**config.mk**
```make
export PLATFORM = sky130hd
export DESIGN_NAME = change_dispenser
export DESIGN_NICKNAME = d
export VERILOG_FILES = /design/src/rtl/vending_pkg.sv /design/src/rtl/change_dispenser.sv
export SDC_FILE = /design/constraint.sdc
export NUM_CORES = 1
export LEC_CHECK = 0
export BUFFER_PORTS_ARGS = -buffer_cell sky130_fd_sc_hd__buf_2
export CAP_MARGIN = 20
export CELL_PAD_IN_SITES_DETAIL_PLACEMENT = 0
export CELL_PAD_IN_SITES_GLOBAL_PLACEMENT = 1
export CORE_ASPECT_RATIO = 1.5
export CORE_UTILIZATION = 47
export CTS_CLUSTER_DIAMETER = 200
export DETAILED_ROUTE_END_ITERATION = 10
export PLACE_DENSITY_LB_ADDON = 0.2
export SKIP_CTS_REPAIR_TIMING = 1
export SKIP_LAST_GASP = 1
export SYNTH_ARGS = -nofsm -noshare
export SYNTH_HDL_FRONTEND = slang
export SYNTH_SLANG_ARGS = --single-unit
```
**constraint.sdc**
```tcl
create_clock -name clk -period 5.05 [get_ports clk]
set_clock_uncertainty 0.1 [all_clocks]
set_input_delay 0.2525 -clock clk [delete_from_list [all_inputs] [get_ports clk]]
set_output_delay 0.2525 -clock clk [all_outputs]
set_load 0.02 [all_outputs]
```
**src/rtl/vending_pkg.sv**
```systemverilog
// Shared vending definitions: coin codes, coin values and the
// change dispenser state encoding.
package vending_pkg;

    localparam logic [1:0] COIN_NONE = 2'b00;
    localparam logic [1:0] COIN_5    = 2'b01;
    localparam logic [1:0] COIN_10   = 2'b10;

    localparam int unsigned VAL_5  = 5;
    localparam int unsigned VAL_10 = 10;

    typedef enum logic [2:0] {
        ST_IDLE     = 3'd0,
        ST_SELECT   = 3'd1,
        ST_WAIT_ACK = 3'd2,
        ST_DONE     = 3'd3,
        ST_FAULT    = 3'd4
    } disp_state_e;

    // Rupee value of a coin code; 0 for none/illegal codes.
    function automatic logic [3:0] coin_value(input logic [1:0] code);
        logic [3:0] v;
        v = 4'd0;
        case (code)
            COIN_5:  v = 4'(VAL_5);
            COIN_10: v = 4'(VAL_10);
            default: v = 4'd0;
        endcase
        return v;
    endfunction

endpackage

```
**src/rtl/change_dispenser.sv**
```systemverilog
// Change dispenser: pays out a rupee amount one coin per hopper handshake,
// preferring 10 Rs coins, and reports completion or the unpaid shortfall.
//
// Ports:
//   clk, reset            clock, async active-high reset
//   req_valid/ready/amount payout request handshake (ready == IDLE)
//   coin_out              registered coin code to the hopper
//   eject_ack             hopper ejected the coin on coin_out
//   empty5, empty10       hopper tube empty flags (sampled in SELECT)
//   busy                  not IDLE
//   done, fault           one-cycle completion / abort pulses
//   shortfall             unpaid amount, held until the next done/fault
module change_dispenser
    import vending_pkg::*;
#(
    parameter int AMT_W       = 8,
    parameter int ACK_TIMEOUT = 15
) (
    input  logic             clk,
    input  logic             reset,
    input  logic             req_valid,
    output logic             req_ready,
    input  logic [AMT_W-1:0] req_amount,
    output logic [1:0]       coin_out,
    input  logic             eject_ack,
    input  logic             empty5,
    input  logic             empty10,
    output logic             busy,
    output logic             done,
    output logic             fault,
    output logic [AMT_W-1:0] shortfall
);

    localparam int CNT_W = $clog2(ACK_TIMEOUT);
    localparam logic [CNT_W-1:0] CNT_LAST = CNT_W'(ACK_TIMEOUT - 1);
    localparam logic [AMT_W-1:0] AMT_5    = AMT_W'(VAL_5);
    localparam logic [AMT_W-1:0] AMT_10   = AMT_W'(VAL_10);

    disp_state_e      state_q, state_d;
    logic [AMT_W-1:0] rem_q, rem_d;
    logic [1:0]       coin_q, coin_d;
    logic [CNT_W-1:0] cnt_q, cnt_d;
    logic             done_q, done_d;
    logic             fault_q, fault_d;
    logic [AMT_W-1:0] short_q, short_d;

    always_ff @(posedge clk or posedge reset) begin
        if (reset) begin
            state_q <= ST_IDLE;
            rem_q   <= '0;
            coin_q  <= COIN_NONE;
            cnt_q   <= '0;
            done_q  <= 1'b0;
            fault_q <= 1'b0;
            short_q <= '0;
        end else begin
            state_q <= state_d;
            rem_q   <= rem_d;
            coin_q  <= coin_d;
            cnt_q   <= cnt_d;
            done_q  <= done_d;
            fault_q <= fault_d;
            short_q <= short_d;
        end
    end

    // done/fault are registered alongside the state change, so each
    // pulse coincides exactly with the DONE/FAULT state cycle.
    always_comb begin
        state_d = state_q;
        rem_d   = rem_q;
        coin_d  = coin_q;
        cnt_d   = cnt_q;
        done_d  = 1'b0;
        fault_d = 1'b0;
        short_d = short_q;
        case (state_q)
            ST_IDLE: begin
                if (req_valid) begin
                    rem_d = req_amount;
                    if ((req_amount % AMT_5) != '0) begin
                        state_d = ST_FAULT;
                        fault_d = 1'b1;
                        short_d = req_amount;
                    end else begin
                        state_d = ST_SELECT;
                    end
                end
            end
            ST_SELECT: begin
                cnt_d = '0;
                if (rem_q == '0) begin
                    state_d = ST_DONE;
                    done_d  = 1'b1;
                    short_d = '0;
                end else if (rem_q >= AMT_10 && !empty10) begin
                    coin_d  = COIN_10;
                    state_d = ST_WAIT_ACK;
                end else if (rem_q >= AMT_5 && !empty5) begin
                    coin_d  = COIN_5;
                    state_d = ST_WAIT_ACK;
                end else begin
                    state_d = ST_FAULT;
                    fault_d = 1'b1;
                    short_d = rem_q;
                end
            end
            ST_WAIT_ACK: begin
                // An ack on the last timeout cycle still counts as paid.
                if (eject_ack) begin
                    rem_d   = rem_q - AMT_W'(coin_value(coin_q));
                    coin_d  = COIN_NONE;
                    state_d = ST_SELECT;
                end else if (cnt_q == CNT_LAST) begin
                    coin_d  = COIN_NONE;
                    state_d = ST_FAULT;
                    fault_d = 1'b1;
                    short_d = rem_q;
                end else begin
                    cnt_d = cnt_q + CNT_W'(1);
                end
            end
            ST_DONE:  state_d = ST_IDLE;
            ST_FAULT: state_d = ST_IDLE;
            default:  state_d = ST_IDLE;
        endcase
    end

    assign req_ready = (state_q == ST_IDLE);
    assign busy      = (state_q != ST_IDLE);
    assign coin_out  = coin_q;
    assign done      = done_q;
    assign fault     = fault_q;
    assign shortfall = short_q;

endmodule

```
==> load_flow_metrics.sql <==
INSERT INTO impl_metrics (metric_group, metric, value, unit) VALUES
('status', 'run_status', 'finished, violations left', ''),
('status', 'failed_checks', 'DRC', ''),
('setup_path', 'arrival', '3490', 'ps'),
('power', 'seqPwrFrac', '34.5', '%'),
('sta', 'slew_viol_final', '0', ''),
('routing', 'detail_route.iter0.violations', '74', ''),
('power', 'netSwitchingFraction', '45.88', '%'),
('power', 'p_int', '622.2', 'uW'),
('cts', 'clock_sink_count', '27', ''),
('power', 'clock_power_share', '11.5', '%'),
('synth', 'synth-edff-count', '0', ''),
('routing', 'detailedRoute.firstPassIterationCount', '7', ''),
('placement', 'finalWeightedCongestion', '0.8545', ''),
('power', 'power.ir.vdd_worst', '0.0001360', 'V'),
('routing', 'totalWireLength', '5911', 'um'),
('synth', 'async_reset_ff_share', '100.0', '%'),
('synth', 'yosys_register_bits', '27', ''),
('cts', 'clock_tree_from_tritoncts', 'done', ''),
('die', 'coreArea', '4504', 'um2'),
('routing', 'avgViaCountPerCell', '6.153', ''),
('synth', 'post_synthesis_mean_instance_area', '8.285', 'um2'),
('synth', 'syn_area', '2212', 'um2'),
('layout', 'area_overhead_vs_synth', '9.389', '%'),
('cts', 'tritoncts.num_buffers', '3', ''),
('sta', 'final.min_clock_period', '3409', 'ps'),
('synth', 'post_synthesis_adder_cell_area_fraction', '5.430', '%'),
('synth', 'synthCells', '267', ''),
('synth', 'post_synth_and_or_nand_nor_area_fraction', '24.83', '%'),
('global_route', 'maximum_number_of_pins_on_one_net_before_global_route_repair', '28', ''),
('synth', 'synth_top_family_by_area', 'simple AND/OR/NAND/NOR gates', ''),
('die', 'die_y', '86.03', 'um'),
('die', 'fp.dieArea', '4991', 'um2'),
('sta', 'grt_setup_unrepaired', 'false', ''),
('cts', 'htreeDepth', '1', ''),
('synth', 'syn_nets', '290', ''),
('synth', 'synthDominantCellAreaShare', '30.54', '%'),
('sta', 'layout_worst_path_cycle_share', '67.51', '%'),
('synth', 'compound_cell_area_share_of_the_yosys_netlist', '23.13', '%'),
('setup_path', 'worstSetupEndpointType', 'register', ''),
('routing', 'via_count', '2055', ''),
('sta', 'clock.fmax', '293.3', 'MHz'),
('global_route', 'grt_first_pass_wirelength', '9735', 'um'),
('global_route', 'grt_usage', '25.54', '%'),
('worst_hold_path', 'min_path_type', 'primary input to register', ''),
('synth', 'yosys-mux-area-fraction', '7.240', '%'),
('layout', 'drive_gt1_share', '17.13', '%'),
('global_route', 'overflow', '0', ''),
('setup_path', 'cp_max_fo', '12', ''),
('routing', 'drt_drc_violations_left', '2', ''),
('synth', 'synth.top_cells.by_count', 'sky130_fd_sc_hd__dfrtp_1, sky130_fd_sc_hd__nor2_1, sky130_fd_sc_hd__nand2_1, sky130_fd_sc_hd__o21ai_0, sky130_fd_sc_hd__a21oi_1', ''),
('global_route', 'grt_antenna_before_repair', '0', ''),
('power', 'p_leak', '1.061', 'nW'),
('run', 'max_cap_violations', '0', ''),
('cts', 'source_to_sink_clock_delay_at_the_later_pin_of_the_worst_skew_pair', '280', 'ps'),
('synth', 'synth-xor-area-share', '2.771', '%'),
('synth', 'synth_top_flop_cell', 'sky130_fd_sc_hd__dfrtp_1', ''),
('synth', 'ys_top_cells_by_area', 'sky130_fd_sc_hd__dfrtp_1, sky130_fd_sc_hd__mux2_2, sky130_fd_sc_hd__o21ai_0', ''),
('sta', 'timing.max_slew.rel_slack', '57.17', '%'),
('global_route', 'vias_in_the_first_global_route', '2068', ''),
('placement', 'placement.io_buffers', '27', ''),
('die', 'initial_utilization', '49.11', '%'),
('setup_path', 'worstSetupStartpointType', 'primary input', ''),
('placement', 'placed_cell_area', '2333', 'um2'),
('sta', 'timing_hold_violations_final', '0', ''),
('sta', 'timing_worst_slew_pin_value', '640.0', 'ps'),
('layout', 'final_nets', '310', ''),
('cts', 'cts_root_buf', 'sky130_fd_sc_hd__clkbuf_8', ''),
('setup_path', 'classification_of_the_worst_setup_path', 'primary input to register', ''),
('die', 'die_w', '58.02', 'um'),
('cts', 'cts.reportedPaths.clkPinSlew', '100', 'ps'),
('power', 'power_density', '475.0', 'nW/um2');
## per-stage QoR
stage | worst slack (ps) | power [mW] | std cells | util, % | hold slack (ps)
detailed placement | 1331 | 1.015 | 328 | 51.81 | 393.0
finish | 1641 | 1.149 | 334 | 53.72 | 155.4
CTS | 1659 | 1.149 | 332 | 52.89 | 150.5
global placement | 1421 | 1.004 | 328 | 51.81 | 386.8
global route | 1316 | 1.245 | 334 | 53.72 | 189.4
floorplan | 1809 | 0.8425 | 267 | - | 205.2
## state kept, by name, summed over array words and instances (netlist names)
name       flops
done           1
shortfall      8
rem_q          8
fault          1
coin_out       2
state_q        3
cnt_q          4
## critical path, cell delays in order
cell and delay (ps):
sky130_fd_sc_hd__buf_2 210, sky130_fd_sc_hd__nor2b_1 420, sky130_fd_sc_hd__nand3b_1 120, sky130_fd_sc_hd__a31oi_1 380, sky130_fd_sc_hd__nor3_1 150, sky130_fd_sc_hd__ha_1 200, sky130_fd_sc_hd__a31oi_1 130, sky130_fd_sc_hd__o211ai_1 110
sky130_fd_sc_hd__o32ai_2 150, sky130_fd_sc_hd__nand3_1 140, sky130_fd_sc_hd__mux2_4 340, sky130_fd_sc_hd__o311ai_4 470, sky130_fd_sc_hd__mux2_2 390
## power groups by stage
stage	clock network (mW)	registers, mW	logic (mW)
after floorplan	0	0.424	0.419
after global routing	0.143	0.409	0.693
after global placement	0	0.396	0.607
final	0.132	0.397	0.621
after CTS	0.135	0.395	0.619
after detailed placement	0	0.399	0.616
## final cells by class
type | count | area [um2]
Timing Repair Buffer | 30 | 180.2
Fill cell | 441 | 2085
Clock inverter | 1 | 7.507
Tap cell | 48 | 60.06
Clock buffer | 3 | 41.29
Inverter | 14 | 52.55
Sequential cell | 27 | 675.6
Multi-Input combinational cell | 211 | 1403
## cells in the final DEF (no fill, tap or decap), types with 6 or more instances in the layout
cell type                  count
sky130_fd_sc_hd__mux2_2       10
sky130_fd_sc_hd__nand3_1       9
sky130_fd_sc_hd__nand2b_1      6
sky130_fd_sc_hd__nor2_1       24
sky130_fd_sc_hd__o21ai_0      21
sky130_fd_sc_hd__nand2_1      22
sky130_fd_sc_hd__dfrtp_1      27
sky130_fd_sc_hd__inv_1        14
sky130_fd_sc_hd__a21oi_1      17
sky130_fd_sc_hd__nor2b_1       7
sky130_fd_sc_hd__nor3_1        9
sky130_fd_sc_hd__ha_1          8
sky130_fd_sc_hd__buf_2        27
sky130_fd_sc_hd__a31oi_1       7
## worst paths after layout
check | from | end | slack, ps | cells after the start
max | req_amount[2] | shortfall[4] | 1640 | 13
min | empty10 | coin_out[1] | 160 | 4
max reg2reg | rem_q[5] | shortfall[5] | 2200 | 7
min reg2reg | shortfall[6] | shortfall[6] | 420 | 1
max in group asynchronous | reset | rem_q[1] | 3970 | 4
min in group asynchronous | reset | state_q[2] | 420 | 3
## cell families after synthesis
| group | after synthesis |
|---|---|
| simple gates | 105 |
| compound gates | 76 |
| buf+inv | 29 |
| flops | 27 |
| mux | 14 |
| fa+ha+maj | 9 |
| xor+xnor | 7 |
## layer usage
metal / wire length [um] / GRT usage (%) / vias up / share of wire (%)
met1: 2304 / 27.43 / 1007 / 39
met3: 111 / 2.112 / 11 / 1.9
met4: 155 / 9.957 / 0 / 2.6
met5: 0 / 0 / - / 0
met2: 3340 / 49.63 / 33 / 57
li1: - / - / 1004 / -
Note: power is estimated with default switching activity, not from simulation.
